$ cat src/rtl/mem_arb_pkg.sv
// Shared encodings for the instruction/data memory port arbiter.
package mem_arb_pkg;

  typedef enum logic [1:0] {
    IDLE  = 2'd0,
    ISSUE = 2'd1,
    WAIT  = 2'd2,
    RESP  = 2'd3
  } arb_state_t;

  localparam logic OWN_IF = 1'b0;
  localparam logic OWN_D  = 1'b1;

  localparam int CNT_W = 3;

endpackage

$ cat src/rtl/mem_arb_priority.sv
// Fixed data-over-fetch priority with a starvation counter that eventually
// forces a contended fetch through.
module mem_arb_priority
  import mem_arb_pkg::*;
#(
  parameter int STARVE_MAX = 4
) (
  input  logic clk,
  input  logic rst,
  input  logic if_req,
  input  logic d_req,
  input  logic arb_en,
  output logic win_if,
  output logic win_d
);

  logic [CNT_W-1:0] starve_cnt;
  logic             starved;

  assign starved = (starve_cnt == CNT_W'(STARVE_MAX));
  assign win_d   = arb_en & d_req & ~(if_req & starved);
  assign win_if  = arb_en & if_req & ~win_d;

  // Only arbitration cycles count; a fetch that wins or goes away resets the count.
  always_ff @(posedge clk) begin
    if (rst) begin
      starve_cnt <= '0;
    end else if (arb_en) begin
      if (!if_req || win_if) begin
        starve_cnt <= '0;
      end else if (win_d && !starved) begin
        starve_cnt <= starve_cnt + CNT_W'(1);
      end
    end
  end

endmodule

$ cat src/rtl/mem_port_arbiter.sv
// Shares one fixed-latency 64-bit memory between the fetch and MEM-stage
// requesters, one transaction at a time.
module mem_port_arbiter
  import mem_arb_pkg::*;
#(
  parameter int MEM_LAT    = 1,
  parameter int STARVE_MAX = 4
) (
  input  logic        clk,
  input  logic        rst,
  input  logic        if_req,
  input  logic [31:0] if_addr,
  output logic        if_gnt,
  output logic        if_rvalid,
  output logic [31:0] if_rdata,
  input  logic        d_req,
  input  logic        d_we,
  input  logic [31:0] d_addr,
  input  logic [63:0] d_wdata,
  output logic        d_gnt,
  output logic        d_rvalid,
  output logic [63:0] d_rdata,
  output logic        mem_en,
  output logic        mem_we,
  output logic [31:0] mem_addr,
  output logic [63:0] mem_wdata,
  input  logic [63:0] mem_rdata,
  output logic        stall_if,
  output logic        stall_mem
);

  arb_state_t       state, state_next;
  logic             owner;
  logic             we_q;
  logic             addr2_q;
  logic [CNT_W-1:0] lat_cnt;
  logic             arb_en;
  logic             win_if, win_d;
  logic             data_valid;
  logic             unused_addr_bits;

  assign unused_addr_bits = ^{if_addr[1:0], d_addr[1:0]};

  assign arb_en     = (state == IDLE);
  assign data_valid = (state == WAIT) && (lat_cnt == CNT_W'(1));
  assign stall_if   = if_req & ~if_rvalid;
  assign stall_mem  = d_req & ~d_rvalid;

  mem_arb_priority #(
    .STARVE_MAX(STARVE_MAX)
  ) u_prio (
    .clk    (clk),
    .rst    (rst),
    .if_req (if_req),
    .d_req  (d_req),
    .arb_en (arb_en),
    .win_if (win_if),
    .win_d  (win_d)
  );

  always_ff @(posedge clk) begin
    if (rst) begin
      state <= IDLE;
    end else begin
      state <= state_next;
    end
  end

  always_comb begin
    state_next = state;
    if_gnt     = 1'b0;
    d_gnt      = 1'b0;
    case (state)
      IDLE: begin
        if_gnt = win_if;
        d_gnt  = win_d;
        if (win_if || win_d) state_next = ISSUE;
      end
      ISSUE:   state_next = WAIT;
      WAIT:    if (data_valid) state_next = RESP;
      RESP:    state_next = IDLE;
      default: state_next = IDLE;
    endcase
  end

  // Requests are sampled only in the grant cycle; the strobe is pre-registered
  // there so it is high exactly during ISSUE.
  always_ff @(posedge clk) begin
    if (rst) begin
      owner     <= OWN_D;
      we_q      <= 1'b0;
      addr2_q   <= 1'b0;
      lat_cnt   <= '0;
      mem_en    <= 1'b0;
      mem_we    <= 1'b0;
      mem_addr  <= '0;
      mem_wdata <= '0;
      if_rvalid <= 1'b0;
      d_rvalid  <= 1'b0;
      if_rdata  <= '0;
      d_rdata   <= '0;
    end else begin
      mem_en    <= 1'b0;
      mem_we    <= 1'b0;
      if_rvalid <= 1'b0;
      d_rvalid  <= 1'b0;
      case (state)
        IDLE: begin
          if (win_d) begin
            owner     <= OWN_D;
            we_q      <= d_we;
            addr2_q   <= d_addr[2];
            mem_addr  <= {d_addr[31:3], 3'b000};
            mem_wdata <= d_wdata;
            mem_en    <= 1'b1;
            mem_we    <= d_we;
          end else if (win_if) begin
            owner    <= OWN_IF;
            we_q     <= 1'b0;
            addr2_q  <= if_addr[2];
            mem_addr <= {if_addr[31:3], 3'b000};
            mem_en   <= 1'b1;
          end
        end
        ISSUE: lat_cnt <= CNT_W'(MEM_LAT);
        WAIT: begin
          lat_cnt <= lat_cnt - CNT_W'(1);
          if (data_valid) begin
            if (owner == OWN_IF) begin
              if_rdata  <= addr2_q ? mem_rdata[63:32] : mem_rdata[31:0];
              if_rvalid <= 1'b1;
            end else begin
              if (!we_q) d_rdata <= mem_rdata;
              d_rvalid <= 1'b1;
            end
          end
        end
        default: ;
      endcase
    end
  end

endmodule

$ cat config.mk
export PLATFORM = sky130hd
export DESIGN_NAME = mem_port_arbiter
export DESIGN_NICKNAME = d
export VERILOG_FILES = /design/src/rtl/mem_arb_pkg.sv /design/src/rtl/mem_arb_priority.sv /design/src/rtl/mem_port_arbiter.sv
export SDC_FILE = /design/constraint.sdc
export NUM_CORES = 1
export LEC_CHECK = 0
export BUFFER_PORTS_ARGS = -buffer_cell sky130_fd_sc_hd__buf_2
export CAP_MARGIN = 20
export CORE_AREA = 2 2 155 157
export CTS_CLUSTER_DIAMETER = 150
export DETAILED_ROUTE_END_ITERATION = 8
export DIE_AREA = 0 0 157 159
export GPL_TIMING_DRIVEN = 0
export PLACE_DENSITY_LB_ADDON = 0.3
export RECOVER_POWER = 50
export SETUP_SLACK_MARGIN = 0.5
export SLEW_MARGIN = 20
export SYNTH_ARGS = -nofsm -noshare
export SYNTH_HDL_FRONTEND = slang
export SYNTH_SLANG_ARGS = --single-unit
$ cat constraint.sdc
create_clock -name clk -period 4.1 [get_ports clk]
set_input_delay 0.82 -clock clk [delete_from_list [all_inputs] [get_ports clk]]
set_output_delay 0.82 -clock clk [all_outputs]
set_load 0.05 [all_outputs]
# Word-level counts from Yosys, hierarchy flattened
# Cells that the tools add are included.
# Widths: inputs -> output; s select.
[op_classes]
add_sub_neg = 2
n_eq_ne = 7
n_mux = 20
bitwise = 16
n_reduce_logical = 19
[op_table]
columns = ["op", "n"]
rows = [
  ["$mux 32", 3],
  ["$mux 1", 11],
  ["$not 1->1", 9],
  ["$pmux 2 s4", 1],
  ["$reduce_and 2->1", 4],
  ["$and 1x1->1", 7],
  ["$mux 3", 2],
  ["$pmux 3 s2", 1],
  ["$reduce_bool 2->1", 3],
  ["$reduce_or 3->1", 2],
  ["$eq 2x2->1 const B", 2],
  ["$mux 2", 2],
  ["$ne 2x2->1 const B", 2],
  ["$reduce_and 4->1", 1],
  ["$add 3x1->3 const B", 1],
  ["$eq 3x1->1 const B", 1],
  ["$eq 3x3->1 const B", 1],
  ["$reduce_and 3->1", 1],
  ["$sub 3x1->3 const B", 1],
  ["$eq 2x1->1 const B", 1],
  ["$logic_and 1x1->1", 2],
  ["$logic_not 1->1", 2],
  ["$logic_not 2->1", 1],
  ["$logic_or 1x1->1", 2],
  ["$reduce_or 2->1", 1],
]
[totals]
reg_bits = 207
inputBits = 197
output_inout_bits = 200
word_cells = 78

# Depth between registers and ports, before layout
# Gate-level depths: netlist of the first run.
[logic_depth]
depth_word = 9
depth_mapped = 9
mapped_depth_nobuf = 7

# By module
# Synthesis of the first run repeated with hierarchy kept, for this count alone.
[hier_totals]
hier_cells = 915
hier_area_um2 = 8226.6
[by_module_without_submodules]
columns = ["mod", "n_inst", "cells_each", "area_each_um2", "seq_area_each_um2"]
rows = [
  ["mem_port_arbiter", 1, 891, 8040.2, 4023.9],
  ["mem_arb_priority", 1, 24, 186.4, 60.1],
]

# Worst setup path before layout of the first run
# No wires, ideal clock.
[synth_path]
path_kind = "input port to output port"
from = "in if_req"
to = "out if_gnt"
arrival_ps = 2242
t_required_ps = 3280
slack_ps = 1038
path_stages = 5
path_buffers = 1
cell_sequence = "nand3_1 > nand3_2 > inv_2 > clkbuf_1 > nor2_1"
[synth_via]
elab_chain_cells = 6
word_cells_on_any_way = 7
classes_between = "1 x mux; 6 x bitwise"
[synth_lines]
columns = ["element", "line", "source"]
rows = [
  ["start, declared", "mem_port_arbiter.sv:11", "input logic if_req,"],
  ["$and 1x1->1", "mem_arb_priority.sv:21", "assign win_d = arb_en & d_req & ~(if_req & starved);"],
  ["$not 1->1", "mem_arb_priority.sv:21", ""],
  ["$and 1x1->1", "mem_arb_priority.sv:21", ""],
  ["$not 1->1", "mem_arb_priority.sv:22", "assign win_if = arb_en & if_req & ~win_d;"],
  ["$and 1x1->1 (*)", "mem_arb_priority.sv:22", ""],
  ["$mux 1 (*)", "mem_port_arbiter.sv:73", "case (state)"],
  ["end, declared", "mem_port_arbiter.sv:13", "output logic if_gnt,"],
]
# Mark *: on every way between the ends. The rest lies on a longest branch, timed or not.

# Worst setup path after layout of the first run
[layout_path]
from = "reg u_prio.starve_cnt[0]"
to = "out d_gnt"
[layout_via]
elab_chain_cells = 5
[layout_lines]
columns = ["element", "line", "source"]
rows = [
  ["start, declared", "mem_arb_priority.sv:17", "logic [CNT_W-1:0] starve_cnt;"],
  ["start signal, assigned", "mem_arb_priority.sv:32", "starve_cnt <= starve_cnt + CNT_W'(1);"],
  ["$eq 3x3->1", "mem_arb_priority.sv:20", "assign starved = (starve_cnt == CNT_W'(STARVE_MAX));"],
  ["$and 1x1->1", "mem_arb_priority.sv:21", ""],
  ["$not 1->1", "mem_arb_priority.sv:21", ""],
  ["$and 1x1->1", "mem_arb_priority.sv:21", ""],
  ["$mux 1", "mem_port_arbiter.sv:73", ""],
  ["end, declared", "mem_port_arbiter.sv:20", "output logic d_gnt,"],
]
# Every way passes these cells.

==> results of run 1 <==
final cells by class:
cell class              count  share of cell area (%)
diodes                      1                  0.0233
plain buffers              75                    3.54
clock buffers              37                    6.98
clock inverters             4                   0.244
inverters                   9                   0.314
multi-input cells         659                    31.0
flip-flops and latches    204                    38.0
well taps                 319                    3.71
repair buffers            388                    16.2
where the power goes:
part	switching, W	total [W]	internal (W)	leakage (nW)
Clock	0.000816	0.00207	0.00125	0.382
Sequential	0.000154	0.00242	0.00227	1.66
Combinational	0.00189	0.00251	0.000612	2.29
sequential cells by signal, indices dropped and copies added (netlist names):
register	cells
mem_wdata	64
state	2
u_prio.starve_cnt	3
if_rvalid	1
mem_addr	29
if_rdata	32
d_rdata	64
d_rvalid	1
lat_cnt	3
mem_we	1
addr2_q	1
mem_en	1
owner	1
we_q	1
metrics by stage:
stage | worst slack, ns | util (%)
after floorplan | 1.04 | -
after global placement | 0.910 | 44.0
after detailed placement | 0.859 | 44.0
after CTS | 0.675 | 47.3
after global routing | 0.376 | 46.3
final | 0.540 | 46.3
cells in the mapped netlist (2+ instances only):
master	n	area (µm²)
buf_2	31	155
nand2b_1	2	12.5
inv_2	2	7.51
buf_1	5	18.8
clkbuf_1	27	101
nor2b_1	3	18.8
ha_1	7	87.6
inv_1	7	26.3
buf_4	5	37.5
mux2i_1	34	340
dfxtp_1	204	4080
a21oi_1	161	806
a211oi_2	17	213
nor2_1	75	282
buf_6	7	78.8
nand2_1	292	1100
o21ai_0	4	20.0
a211oi_1	45	338
nand3_1	3	15.0
cells by family after synthesis:
| logic type | synth area share, % |
|---|---|
| other | 0.0478 |
| buffers and inverters | 5.42 |
| AND/OR/NAND/NOR | 18.9 |
| flip-flops | 52.0 |
| XOR/XNOR | 0.223 |
| adder cells (fa/ha/maj) | 1.12 |
| AO/OA/AOI/OAI | 17.9 |
| multiplexers | 4.34 |
routing by layer:
metal  up-vias  wire length, µm  share of wire, %  GRT usage (%)
met5         -               11             0.040              0
met4         2              444               1.6           4.63
met3        41             2210               8.0           5.66
met2       293            13700                50           38.6
met1      3587            11300                41           24.5
li1       3973                -                 -              -
layout by cell type, fill, tap and decap left out, types with 7 or more instances in the layout:
master     instances
nand2_1          292
buf_2            252
dfxtp_1          204
clkbuf_1         201
a21oi_1          161
nor2_1            75
a211oi_1          45
mux2i_1           34
clkbuf_16         25
a211oi_2          17
inv_1              8
clkbuf_8           8
buf_6              7
ha_1               7
worst paths after layout:
path,to,cells after the start,start
setup reg to reg,if_rdata[28]$_SDFFE_PP0P_,8,state[0]$_SDFFE_PP0P_
hold / removal,mem_wdata[1]$_SDFFE_PP0P_,2,mem_wdata[1]$_SDFFE_PP0P_
setup / recovery,d_gnt,7,u_prio.starve_cnt[0]$_SDFFE_PP0P_
hold reg to reg,mem_wdata[1]$_SDFFE_PP0P_,2,mem_wdata[1]$_SDFFE_PP0P_
critical path, cell delays in order, from the launching register on:
cell and delay [ns]:
dfxtp_1 0.37, inv_1 0.06, ha_1 0.21, nand3_1 0.09
nand3_1 0.41, inv_2 0.33, clkbuf_1 0.40, buf_2 0.36
==> results.cfg, run 1 <==
[clocking]
clock_sinks = 204
cts_root_buf = clkbuf_16
cts-buffers-inserted = 24
postCtsSetupBuffers = 0
clockBufferDepth = 3
clk_latency_ns = 0.51
clk_pin_slew_ns = 0.06
cts_resized = 0
h-tree-depth = 1
holdBufCountCts = 0
tritoncts = yes

[drt]
final_antenna_net_count = 0
post_drt_wl_per_cell_um = 16.3
vias = 7896
routed_wl_mm = 27.7
drcViolationCount = 0
drt-initial-drc-count = 311
drtPass1Iterations = 5
via_per_inst = 4.66

[power_and_ir_drop]
ir_drop_mv = 0.458
leakage_nw = 4.33
power_density_nw_per_um2 = 651
finalPower_w = 0.00699

[timing]
finClkSkew_ns = 0.00675
setup_viol = 0
finalHoldViolations = 0
fin_setup_tns_ns = 0
drv_slew = 0
hold_slack_ns = 0.452
tightestPinTransition_ns = 0.987
period_share_pct = 86.8
maxSlewHeadroom_pct = 33.5
min_period_ns = 3.56
fmax_mhz = 281
rsz0062_at_grt = no

[place]
gp_congestion = 0.799
io_buffers = 388
place_inst = 1654
dp_hpwl_mm = 21.2
dpl_cell_area_um2 = 10200

[job]
cap_violations = 0

[critical_path]
cp-start-kind = register
rrSetupSlack_ns = 1.69
critPathKind = reg2out
arrival_ns = 2.74
required_ns = 3.28
endpoint_kind = primary output
path_max_fanout = 10

[synth]
synth-async-reset-ratio_pct = 0
syn_inst = 945
synth_ff_type = dfxtp_1
syn_area_um2 = 7850
avgSynthCellArea_um2 = 8.31
ys.warnings.count = 0
synth_edf_count = 0
synth.distinct_cells = 33
ys_ff_latch = 204
ys_seq_area_share_pct = 52.0

[global_routing]
grt_pass1_wl_mm = 42.0
grt_max_degree = 13
grt_pass1_vias = 7809
overflow = 0
antenna_found_initial = 2
grt_use_total_pct = 21.2

[cells_and_area]
nNetsFinal = 1565
drive_gt1_share_pct = 23.2
fillCellCount = 2447
multi_input_area_um2 = 3340
stdcell_count = 1696
area_growth_pct = 37.0
finalInstanceArea_um2 = 10700
seq_area_um2 = 4080

[floorplan]
start_util_pct = 33.8
fp-row-count = 56
die_w_um = 157
dieArea_um2 = 25000
die_h_um = 159
design.core.area_um2 = 23200
ios = 397

[status]
status = finished, final reports clean

[hold_path]
hold_path_class = reg2reg
Power figures use the tool's default switching activity.
==> run 2, diff against run 1 <==
Settings changed: CORE_AREA 2 2 155 157 to 2 2 152 154, DIE_AREA 0 0 157 159 to 0 0 154 156, PLACE_DENSITY from default to 0.65, PLACE_DENSITY_LB_ADDON 0.3 to default, SKIP_CTS_REPAIR_TIMING from default to 1, SYNTH_HIERARCHICAL from default to 1.
==> run 2 against run 1 <==
  * Sequential cell count stayed put
  * First-iteration DRC count is 3.9% higher
  * Hold slack worse by 0.0016 ns
  * Critical path type unchanged
  * Highest routed layer unchanged
==> results.cfg, run 2 <==
[synth]
syn_inst = 915
synth_area_leaders = dfxtp_1 50%, mux2i_1 15%, nand2_1 12%, a211oi_1 4.1%, a21oi_1 4.1%
ys.warnings.count = 6
avgSynthCellArea_um2 = 8.99
synth_commonest_cells = 264 x nand2_1, 204 x dfxtp_1, 127 x mux2i_1, 70 x nor2_1, 67 x a21oi_1
synth-async-reset-ratio_pct = 0
synth.distinct_cells = 37
post-synth-top-count-cell = nand2_1
syn_area_um2 = 8230
synth_edf_count = 0
yosysTopAreaCell = dfxtp_1
yosys.area.top_type_share_pct = 49.6
synth_ff_type = dfxtp_1
ys_seq_area_share_pct = 49.6
ys_ff_latch = 204

[timing]
finClkSkew_ns = 0.00817
drv_slew = 0
fmax_mhz = 292
rsz0062_at_grt = no
setup_viol = 0
finalHoldViolations = 0
period_share_pct = 83.5
min_period_ns = 3.42
setup_ws_ns = 0.676
maxSlewHeadroom_pct = 54.3
tightestPinTransition_ns = 0.686
fin_setup_tns_ns = 0

[status]
status = finished, final reports clean

[floorplan]
start_util_pct = 36.8
die_h_um = 156
die_w_um = 154
design.core.area_um2 = 22400
ios = 397
dieArea_um2 = 24000
fp-row-count = 55

[critical_path]
rrSetupSlack_ns = 1.80
required_ns = 3.28
ff2ff_path_depth = 11
cp-start-kind = register
endpoint_kind = primary output
critPathKind = reg2out
arrival_ns = 2.60
path_max_fanout = 11

[global_routing]
grt_max_degree = 14
grt_use_total_pct = 21.1
grt_pass1_vias = 7655
antenna_found_initial = 6
overflow = 0
grt_pass1_wl_mm = 40.9

[power_and_ir_drop]
power_density_nw_per_um2 = 664
seqPwrFrac_pct = 33.2
p_sw_share_pct = 41.5
intPower_w = 0.00432
leakage_nw = 4.77
switchingPower_w = 0.00306
comb_power_share_pct = 38.5
ir_drop_mv = 0.397
power_frac_clock_pct = 28.3

[cells_and_area]
nNetsFinal = 1534
largest_registers = d_rdata (64), mem_wdata (64), if_rdata (32)
area_growth_pct = 35.0
layout_common_cells = 315 x buf_2, 264 x nand2_1, 204 x dfxtp_1
drive_gt1_share_pct = 27.5
layout.cells.most_common = buf_2

[clocking]
clk_pin_slew_ns = 0.06
cts_root_buf = clkbuf_16
clockBufferDepth = 3
tritoncts = yes
clock_sinks = 204
cts-buffers-inserted = 23
h-tree-depth = 1
clk_latency_ns = 0.50

[drt]
via_per_inst = 4.77
vias = 7798
drcViolationCount = 0
routed_wl_mm = 26.8
drt-initial-drc-count = 323
post_drt_wl_per_cell_um = 16.4
final_antenna_net_count = 0
drtPass1Iterations = 4

[hold_path]
holdPathStages = 2
hold_path_class = reg2reg

[job]
cap_violations = 0

[place]
dp_slack_ns = 0.810
gp_congestion = 0.824
io_buffers = 389
dp_hpwl_mm = 20.6
==> run 2: cell count changes after synthesis, moves of 2 or more <==
| cell | delta |
|---|---|
| a21oi_1 | -94 |
| a22oi_1 | +2 |
| and2_1 | +2 |
| inv_1 | +4 |
| mux2i_1 | +93 |
| nand2_1 | -28 |
| nand3_1 | -2 |
| nor2_1 | -5 |
==> run 2: cell type report <==
cell class,count,area [µm²]
multi-input cells,627,3650
diodes,3,7.51
clock inverters,8,95.1
plain buffers,74,368
inverters,12,45.0
fillers,2252,11300
clock buffers,33,673
repair buffers,389,1830
well taps,285,357
flip-flops and latches,204,4080
==> run 2: kinds of logic after synthesis <==
logic type / count (synthesis) / synth area share [%]
simple gates: 349 / 16.8
mux: 127 / 15.5
buf+inv: 86 / 5.22
fa+ha+maj: 6 / 0.913
other cells: 1 / 0.0456
flops: 204 / 49.6
compound gates: 142 / 11.9
==> run 2: metal layers <==
layer / global-route usage, % / share of wire [%] / routed length [µm] / up-vias
met2: 35.4 / 47 / 12500 / 273
met3: 6.00 / 7.6 / 2030 / 66
met5: 0 / 0.097 / 26 / -
met4: 8.06 / 3.2 / 862 / 4
li1: - / - / - / 3898
met1: 25.8 / 42 / 11300 / 3557
==> run 2: power groups by stage <==
stage | Sequential (W) | Combinational, W | Clock, W
6_report | 0.00245 | 0.00284 | 0.00209
5_1_grt | 0.00249 | 0.00307 | 0.00221
4_1_cts | 0.00244 | 0.00290 | 0.00214
3_5_place_dp | 0.00248 | 0.00290 | 0
3_3_place_gp | 0.00248 | 0.00286 | 0
2_1_floorplan | 0.00346 | 0.00119 | 0
==> run 2: path summary, 6_finish.rpt <==
kind | end | from
max | d_gnt | state[0]$_SDFFE_PP0P_
min | mem_wdata[54]$_SDFFE_PP0P_ | mem_wdata[54]$_SDFFE_PP0P_
max reg2reg | mem_wdata[52]$_SDFFE_PP0P_ | state[0]$_SDFFE_PP0P_
min reg2reg | mem_wdata[54]$_SDFFE_PP0P_ | mem_wdata[54]$_SDFFE_PP0P_
==> run 2: critical path, stage by stage (launching register included) <==
cell and delay [ns]:
dfxtp_1 0.31, inv_1 0.07, ha_1 0.34, nand2_1 0.08, a31oi_1 0.20, buf_2 0.21, nand2_1 0.13, inv_1 0.15
clkbuf_2 0.28, buf_2 0.33
==> run 2: per-stage QoR <==
stage / util (%) / power [W] / std cells / hold slack, ns / instance area (µm²)
final: 49.7 / 0.00737 / 1635 / 0.450 / 11100
after CTS: 50.6 / 0.00748 / 1632 / 0.451 / 11300
after global routing: 49.7 / 0.00777 / 1635 / 0.470 / 11100
after floorplan: - / 0.00464 / 917 / 0.439 / 8230
after global placement: 47.1 / 0.00534 / 1591 / 0.438 / 10500
after detailed placement: 47.1 / 0.00538 / 1591 / 0.443 / 10500
